**src/rtl/buffer_load_writer_if.sv**
```systemverilog
// Bundle of command, read-stream and buffer-write signals for the load writer.
// The master side issues commands and beats. The slave side is the writer itself.
interface buffer_load_writer_if #(
    parameter int BUFFER_ADDR_WIDTH = 11,
    parameter int BUFFER_DATA_WIDTH = 512,
    parameter int LEN_WIDTH         = 12
);
    logic                         cmd_valid;
    logic                         cmd_ready;
    logic [BUFFER_ADDR_WIDTH-1:0] cmd_buf_addr;
    logic [LEN_WIDTH-1:0]         cmd_len;
    logic                         rd_data_valid;
    logic                         rd_data_ready;
    logic [BUFFER_DATA_WIDTH-1:0] rd_data;
    logic                         rd_data_last;
    logic                         load_write_addr_valid;
    logic [BUFFER_ADDR_WIDTH-1:0] load_write_addr;
    logic [BUFFER_DATA_WIDTH-1:0] load_write_data;
    logic                         load_done;
    logic                         load_err;
    logic                         busy;

    modport master (
        output cmd_valid, cmd_buf_addr, cmd_len, rd_data_valid, rd_data, rd_data_last,
        input  cmd_ready, rd_data_ready, load_write_addr_valid, load_write_addr,
               load_write_data, load_done, load_err, busy
    );

    modport slave (
        input  cmd_valid, cmd_buf_addr, cmd_len, rd_data_valid, rd_data, rd_data_last,
        output cmd_ready, rd_data_ready, load_write_addr_valid, load_write_addr,
               load_write_data, load_done, load_err, busy
    );
endinterface

```
**src/rtl/buffer_load_writer.sv**
```systemverilog
// Load-side write sequencer: takes one (address, length) command, then turns each
// accepted stream beat into a registered buffer write at consecutive addresses.
// It flags beats whose last marker disagrees with the command length.
module buffer_load_writer #(
    parameter int BUFFER_ADDR_WIDTH = 11,
    parameter int BUFFER_DATA_WIDTH = 512,
    parameter int LEN_WIDTH         = 12
) (
    input  logic                  clk,
    input  logic                  rst_n,
    buffer_load_writer_if.slave   bus
);
    typedef enum logic [1:0] {S_IDLE, S_RUN, S_DONE} state_t;

    state_t                       r_state;
    state_t                       w_next_state;
    logic [BUFFER_ADDR_WIDTH-1:0] r_cur_addr;
    logic [LEN_WIDTH-1:0]         r_remaining;
    logic                         w_cmd_acc;
    logic                         w_beat_acc;
    logic                         w_final;

    logic                         r_wr_valid_p1;
    logic [BUFFER_ADDR_WIDTH-1:0] r_wr_addr_p1;
    logic [BUFFER_DATA_WIDTH-1:0] r_wr_data_p1;
    logic                         r_err_p1;

    // A beat is misframed when its last marker does not match whether it is the final beat.
    function automatic logic frame_err(input logic last, input logic final_beat);
        return last ^ final_beat;
    endfunction

    assign w_cmd_acc  = bus.cmd_valid & bus.cmd_ready;
    assign w_beat_acc = bus.rd_data_valid & bus.rd_data_ready;
    assign w_final    = (r_remaining == LEN_WIDTH'(1));

    // State register.
    always_ff @(posedge clk or negedge rst_n) begin
        if (!rst_n) r_state <= S_IDLE;
        else        r_state <= w_next_state;
    end

    // Next-state decode; beat counting follows cmd_len only, never the last marker.
    always_comb begin
        w_next_state = r_state;
        case (r_state)
            S_IDLE:  if (w_cmd_acc) w_next_state = (bus.cmd_len == '0) ? S_DONE : S_RUN;
            S_RUN:   if (w_beat_acc && w_final) w_next_state = S_DONE;
            S_DONE:  w_next_state = S_IDLE;
            default: w_next_state = S_IDLE;
        endcase
    end

    // Handshake and status outputs decoded from state only.
    always_comb begin
        bus.cmd_ready     = (r_state == S_IDLE);
        bus.rd_data_ready = (r_state == S_RUN);
        bus.busy          = (r_state != S_IDLE);
        bus.load_done     = (r_state == S_DONE);
    end

    // Address and beat counters; the address wraps naturally at the buffer depth.
    always_ff @(posedge clk or negedge rst_n) begin
        if (!rst_n) begin
            r_cur_addr  <= '0;
            r_remaining <= '0;
        end else if (w_cmd_acc) begin
            r_cur_addr  <= bus.cmd_buf_addr;
            r_remaining <= bus.cmd_len;
        end else if (w_beat_acc) begin
            r_cur_addr  <= r_cur_addr + BUFFER_ADDR_WIDTH'(1);
            r_remaining <= r_remaining - LEN_WIDTH'(1);
        end
    end

    // Stage p1: one registered write per accepted beat, zeroed on idle cycles.
    always_ff @(posedge clk or negedge rst_n) begin
        if (!rst_n) begin
            r_wr_valid_p1 <= 1'b0;
            r_wr_addr_p1  <= '0;
            r_wr_data_p1  <= '0;
            r_err_p1      <= 1'b0;
        end else begin
            r_wr_valid_p1 <= w_beat_acc;
            r_wr_addr_p1  <= w_beat_acc ? r_cur_addr : '0;
            r_wr_data_p1  <= w_beat_acc ? bus.rd_data : '0;
            r_err_p1      <= w_beat_acc & frame_err(bus.rd_data_last, w_final);
        end
    end

    assign bus.load_write_addr_valid = r_wr_valid_p1;
    assign bus.load_write_addr       = r_wr_addr_p1;
    assign bus.load_write_data       = r_wr_data_p1;
    assign bus.load_err              = r_err_p1;
endmodule

```
**src/flat_wrapper.sv**
```systemverilog
// flat-port wrapper written by rule: the top's interface ports become plain ports
module buffer_load_writer_flat 
#(
    parameter int BUFFER_ADDR_WIDTH = 11,
    parameter int BUFFER_DATA_WIDTH = 512,
    parameter int LEN_WIDTH         = 12
)
  (clk, rst_n, bus_cmd_valid, bus_cmd_buf_addr, bus_cmd_len, bus_rd_data_valid, bus_rd_data, bus_rd_data_last, bus_cmd_ready, bus_rd_data_ready, bus_load_write_addr_valid, bus_load_write_addr, bus_load_write_data, bus_load_done, bus_load_err, bus_busy);
  buffer_load_writer_if #(.BUFFER_ADDR_WIDTH(BUFFER_ADDR_WIDTH), .BUFFER_DATA_WIDTH(BUFFER_DATA_WIDTH), .LEN_WIDTH(LEN_WIDTH)) bus_i ();
  input  logic clk;
  input  logic rst_n;
  input wire logic [$bits(bus_i.cmd_valid)-1:0] bus_cmd_valid;
  input wire logic [$bits(bus_i.cmd_buf_addr)-1:0] bus_cmd_buf_addr;
  input wire logic [$bits(bus_i.cmd_len)-1:0] bus_cmd_len;
  input wire logic [$bits(bus_i.rd_data_valid)-1:0] bus_rd_data_valid;
  input wire logic [$bits(bus_i.rd_data)-1:0] bus_rd_data;
  input wire logic [$bits(bus_i.rd_data_last)-1:0] bus_rd_data_last;
  output wire logic [$bits(bus_i.cmd_ready)-1:0] bus_cmd_ready;
  output wire logic [$bits(bus_i.rd_data_ready)-1:0] bus_rd_data_ready;
  output wire logic [$bits(bus_i.load_write_addr_valid)-1:0] bus_load_write_addr_valid;
  output wire logic [$bits(bus_i.load_write_addr)-1:0] bus_load_write_addr;
  output wire logic [$bits(bus_i.load_write_data)-1:0] bus_load_write_data;
  output wire logic [$bits(bus_i.load_done)-1:0] bus_load_done;
  output wire logic [$bits(bus_i.load_err)-1:0] bus_load_err;
  output wire logic [$bits(bus_i.busy)-1:0] bus_busy;
  assign bus_i.cmd_valid = bus_cmd_valid;
  assign bus_i.cmd_buf_addr = bus_cmd_buf_addr;
  assign bus_i.cmd_len = bus_cmd_len;
  assign bus_i.rd_data_valid = bus_rd_data_valid;
  assign bus_i.rd_data = bus_rd_data;
  assign bus_i.rd_data_last = bus_rd_data_last;
  assign bus_cmd_ready = bus_i.cmd_ready;
  assign bus_rd_data_ready = bus_i.rd_data_ready;
  assign bus_load_write_addr_valid = bus_i.load_write_addr_valid;
  assign bus_load_write_addr = bus_i.load_write_addr;
  assign bus_load_write_data = bus_i.load_write_data;
  assign bus_load_done = bus_i.load_done;
  assign bus_load_err = bus_i.load_err;
  assign bus_busy = bus_i.busy;
  buffer_load_writer #(.BUFFER_ADDR_WIDTH(BUFFER_ADDR_WIDTH), .BUFFER_DATA_WIDTH(BUFFER_DATA_WIDTH), .LEN_WIDTH(LEN_WIDTH)) u_core (.clk(clk), .rst_n(rst_n), .bus(bus_i));
endmodule
```
**config.mk**
```make
export PLATFORM = sky130hd
export DESIGN_NAME = buffer_load_writer_flat
export DESIGN_NICKNAME = d
export VERILOG_FILES = /design/src/rtl/buffer_load_writer_if.sv /design/src/rtl/buffer_load_writer.sv /design/src/flat_wrapper.sv
export SDC_FILE = /design/constraint.sdc
export NUM_CORES = 1
export LEC_CHECK = 0
export CELL_PAD_IN_SITES_DETAIL_PLACEMENT = 0
export CELL_PAD_IN_SITES_GLOBAL_PLACEMENT = 1
export CORE_AREA = 5 5 412 414
export CTS_BUF_LIST = sky130_fd_sc_hd__clkbuf_8
export DETAILED_ROUTE_END_ITERATION = 16
export DIE_AREA = 0 0 417 419
export PLACE_DENSITY_LB_ADDON = 0.1
export SLEW_MARGIN = 0
export SYNTH_ARGS = -nofsm -noshare
export SYNTH_HDL_FRONTEND = slang
export SYNTH_SLANG_ARGS = --single-unit
export TNS_END_PERCENT = 30
```
**constraint.sdc**
```tcl
create_clock -name clk -period 3.2 [get_ports clk]
set_input_delay 0.64 -clock clk [delete_from_list [all_inputs] [get_ports clk]]
set_output_delay 0.64 -clock clk [all_outputs]
set_load 0.05 [all_outputs]
```
# Word level (Yosys, flattened, before mapping)
# Cells that the tools add are included.
[word_totals]
reg_bits = 550
input_bits = 540
output_inout_bits = 529
wordCells = 34
[classes]
n_addsub = 2
eq_ne = 5
muxes = 10
n_bitwise = 4
reduce_logical = 6
[op_table]
columns = ["operator", "n"]
rows = [
  ["$mux 512", 1],
  ["$mux 11", 3],
  ["$mux 12", 2],
  ["$eq 12x1->1 const B", 1],
  ["$logic_not 12->1", 1],
  ["$sub 12x1->12 const B", 1],
  ["$add 11x1->11 const B", 1],
  ["$mux 2", 3],
  ["$ne 2x2->1 const B", 2],
  ["$pmux 2 s2", 1],
  ["$reduce_bool 2->1", 2],
  ["$and 1x1->1", 3],
  ["$eq 2x1->1 const B", 1],
  ["$eq 2x2->1 const B", 1],
  ["$logic_not 2->1", 1],
  ["$reduce_and 2->1", 1],
  ["$logic_and 1x1->1", 1],
  ["$xor 1x1->1", 1],
]

# Logic depth before layout (Yosys ltp)
[depth]
ltp_word = 5
depth_mapped = 6

# Least setup slack after synthesis
# No wires, ideal clock.
[synth_path]
path_kind = "register to output"
startpoint = "register u_core.r_state[0]"
endpoint = "output port bus_cmd_ready"
arrival_time_ps = 1231
path_slack_ps = 1329
path_stages_with_launch = 3
n_path_buf = 0
path_cell_list = "dfrtp_1 or2_2 inv_1"
[synth_between]
elab_chain_cells = 1
[synth_rtl]
columns = ["element", "line", "source"]
rows = [
  ["start: declaration", "buffer_load_writer.sv:15", "state_t r_state;"],
  ["start signal: assignment", "buffer_load_writer.sv:40", "else r_state <= w_next_state;"],
  ["$logic_not 2->1", "buffer_load_writer.sv:56", "bus.cmd_ready = (r_state == S_IDLE);"],
  ["end: declaration", "flat_wrapper.sv:18", "output wire logic [$bits(bus_i.cmd_ready)-1:0] bus_cmd_ready;"],
]
# No other way between the ends.

# Worst setup path in the final report
[layout_path]
startpoint = "register u_core.r_state[0]"
endpoint = "output port bus_busy"
[layout_between]
elab_chain_cells = 1
[layout_rtl]
columns = ["element", "line", "source"]
rows = [
  ["$reduce_bool 2->1", "buffer_load_writer.sv:58", "bus.busy = (r_state != S_IDLE);"],
  ["end: declaration", "flat_wrapper.sv:25", "output wire logic [$bits(bus_i.busy)-1:0] bus_busy;"],
]
# No other way between the ends.

==> metrics list <==
- The setup check on the worst reg-to-reg path leaves a slack of 1290 ps.
- Detailed routing inserted a total of 14140 vias.
* Most used standard cells in the synthesized netlist: 550 x dfrtp_1, 523 x and2_1, 34 x clkbuf_1, 29 x nand2_1, 27 x buf_2
- In the final design database the tool counted 2962 nets.
* Number of endpoints failing setup at the final stage: 0
- Worst setup SP type: register
- Setup total negative slack: 0 ps
* Global-route congestion overflow total: 0
- On the final layout, the worst clock skew is 35.65 ps.
- Worst slack after detailed placement: 535.8 ps
* Overall routed net length: 107.6 mm
- Counting along the longest clock path gives a buffer depth of 3.
- Antenna violation net count after detailed routing: 0
- The H-tree was split into 3 levels.
* Maximum frequency from static timing analysis: 333.7 MHz
- The number of nets in the synthesized netlist is 1808.
- PD cells: 772.0 nW/um^2
- Of all nets on the critical path, the largest fanout is 6.
* Reported max-cap violation count: 0
- The via count of the first global-routing pass is 15750.
* Clock net sink count: 550
- Data on the critical path arrives at its endpoint at 2360 ps.
- Start point of the worst min-delay path: bus_rd_data[511]
* End of the worst hold path: u_core.bus.load_write_data[511]
* Endpoint class of the critical path: output port
- Synth Instances: 1265
- Global-route wire length before repair: 141.6 mm
- Clock tree from TritonCTS: done
* Core Area: 165900 sq um
* Status: completed
- Final instance area: 34230 sq um
- Slew @ Worst Pin: 788.8 ps
* Required time at the worst-slack endpoint: 2560 ps
- The completed layout was analyzed and its total power is 26.43 mW.
- Port Buffers: 1068
- Via density per instance: 2.986
* Count of distinct cell types in the synthesized netlist: 45
- Die area: 174700 sq um
- The share of the Yosys chip area taken by registers is 75.79%.
- Clk pin slew, worst setup/hold paths: 50 ps
- Leakage dissipation: 14.48 nW
- Num CTS Buffers: 117
- Warnings from Yosys: 0
* Area after detailed placement: 31730 sq um
* Share of cells above drive strength 1: 8.147%
- The floorplan has 150 rows.
- Critical R2R Launch: u_core.r_state[1]
* Summed instance area of the synthesized netlist: 18160 sq um
- Along the worst hold path, the cell count comes to 2.
* Path type of the worst setup path: register to output port
* DPL Wire Length: 85.81 mm
- dfrtp_1 takes more of the synthesized area than any other cell.
- The number of antenna violations at the first check in global routing is 55.
- Setup repair after global routing left no endpoint under its margin.
* Number of synthesized register bits: 550
* Largest voltage drop on the vdd net: 0.2968 mV
* Share of Yosys cell area claimed by the top area cell type: 75.79%
- Top cells by area in the synthesized netlist: dfrtp_1 76%, and2_1 18%, buf_2 0.74%, clkbuf_1 0.70%, nand2_1 0.60%
- End of the worst register-to-register path: u_core.bus.load_write_data[208]
- Headroom to the max-slew limit came out at 47.25%.
- Die height: 419 um
- The path class of the tightest hold or removal check is input pin to register.
- Insertion delay to the later sink of the worst-skew pair: 780 ps
* Fin. Hold Viols: 0
* Clk Tree Root Cell: clkbuf_8
- Remaining DRCs: 0
- Largest net degree at the start of global routing: 115
- In the global route stage, overall resource usage came out at 11.83%.
- Wirelength per Cell: 22.72 um
- Final hold slack: 398.7 ps
- Width of the die: 417 um
- Area added between synthesis and finish: 88.51%
- In the post-route analysis, the smallest setup slack over all paths is 203.4 ps.
- After synthesis, the mean cell area works out to 14.36 sq um.
- Fin crit share: 93.64%
* Initial Util: 10.95%
- Number of enable flip-flop cells after synthesis: 0
- Among all flip-flop cells after synthesis, the most frequent one is dfrtp_1.
- The detailed router finished its first iteration with 492 violations.
- Final weighted congestion of routability-driven global placement: 0.8046
- The number of max-slew violations in the final report is 0.
* Proportion of register bits with asynchronous set or reset after synthesis: 100.0%
- Buffers inserted by post-CTS timing repair: 0
- Counting cells, the worst reg-to-reg path comes to 5.
* Minimum clock period after layout: 2997 ps
* Top-level I/O count: 1069
* Initial DRT Pass Iterations: 4
- Among all cell types in the netlist, the one instantiated most often is dfrtp_1.
[cells by family after synthesis]
family,count (synthesis),synth area share [%]
mux,1,0.05512
buf+inv,69,1.716
xor+xnor,4,0.1930
fa+ha+maj,3,0.2067
flops,550,75.79
compound gates,40,1.633
simple gates,598,20.41
[flip-flops by register name, indices dropped and copies added, names as in the netlist]
| register | cells |
|---|---|
| u_core.bus.load_write_data | 512 |
| u_core.bus.load_err | 1 |
| u_core.bus.load_write_addr_valid | 1 |
| u_core.r_cur_addr | 11 |
| u_core.r_state | 2 |
| u_core.bus.load_write_addr | 11 |
| u_core.r_remaining | 12 |
[report_power, final]
group	switching, mW	internal (mW)
Sequential	0.568	8.18
Combinational	6.43	3.31
Clock	3.41	4.53
[worst max-delay path, cell delays in order, from the launching register on]
cell,delay (ps)
dfrtp_1,460
or2_2,360
clkdlybuf4s50_1,740
[repair_timing]
| item | 4_1_cts | 5_1_grt |
|---|---|---|
| hold endpoints to repair | 32 | 0 |
| endpoints found under the setup margin | 3 | 0 |
| hold buffers | 1 | 0 |
| resized for setup | 3 | 0 |
[layout make-up]
cell class | instances | area (sq um)
fillers | 18010 | 131700
flip-flops and latches | 550 | 13760
repair buffers | 1099 | 11100
multi-input cells | 646 | 4085
well taps | 2204 | 2758
clock buffers | 149 | 2051
clock inverters | 55 | 379.1
diodes | 29 | 72.57
inverters | 5 | 26.28
[cell usage in the layout, fill, tap and decap left out, drive strengths merged, types with 9 or more instances in the layout]
cell,instances
clkbuf,149
dfrtp,550
clkdlybuf4s50,1063
o21ai,11
diode,29
nand3,9
nand2,30
inv,50
and2,523
buf,32
[stage by stage]
stage	util [%]	instances
5_1_grt	20.61	4720
6_report	20.63	4737
2_1_floorplan	-	1265
3_3_place_gp	19.12	4503
4_1_cts	20.59	4708
3_5_place_dp	19.12	4503
[how the worst max path moves through the flow]
stage / startpoint / to / slack, ps / depth (start not counted)
after floorplan: u_core.r_state[0] / bus_cmd_ready / 1330 / 2
after global placement: bus_rd_data_valid / u_core.bus.load_write_data[208] / 550 / 6
after detailed placement: bus_rd_data_valid / u_core.r_remaining[8] / 540 / 6
after CTS: u_core.r_state[0] / bus_busy / 1 / 2
after global routing: u_core.r_state[0] / bus_busy / 8 / 2
final: u_core.r_state[0] / bus_busy / 200 / 2
[per-layer routing]
metal	wire length [um]	GRT usage, %	vias up
li1	-	-	6306
met3	10230	5.389	172
met2	58350	21.78	600
met1	36290	11.80	7040
met4	2573	3.849	26
met5	170	0	-
Note: power is estimated with default switching activity, not from simulation.
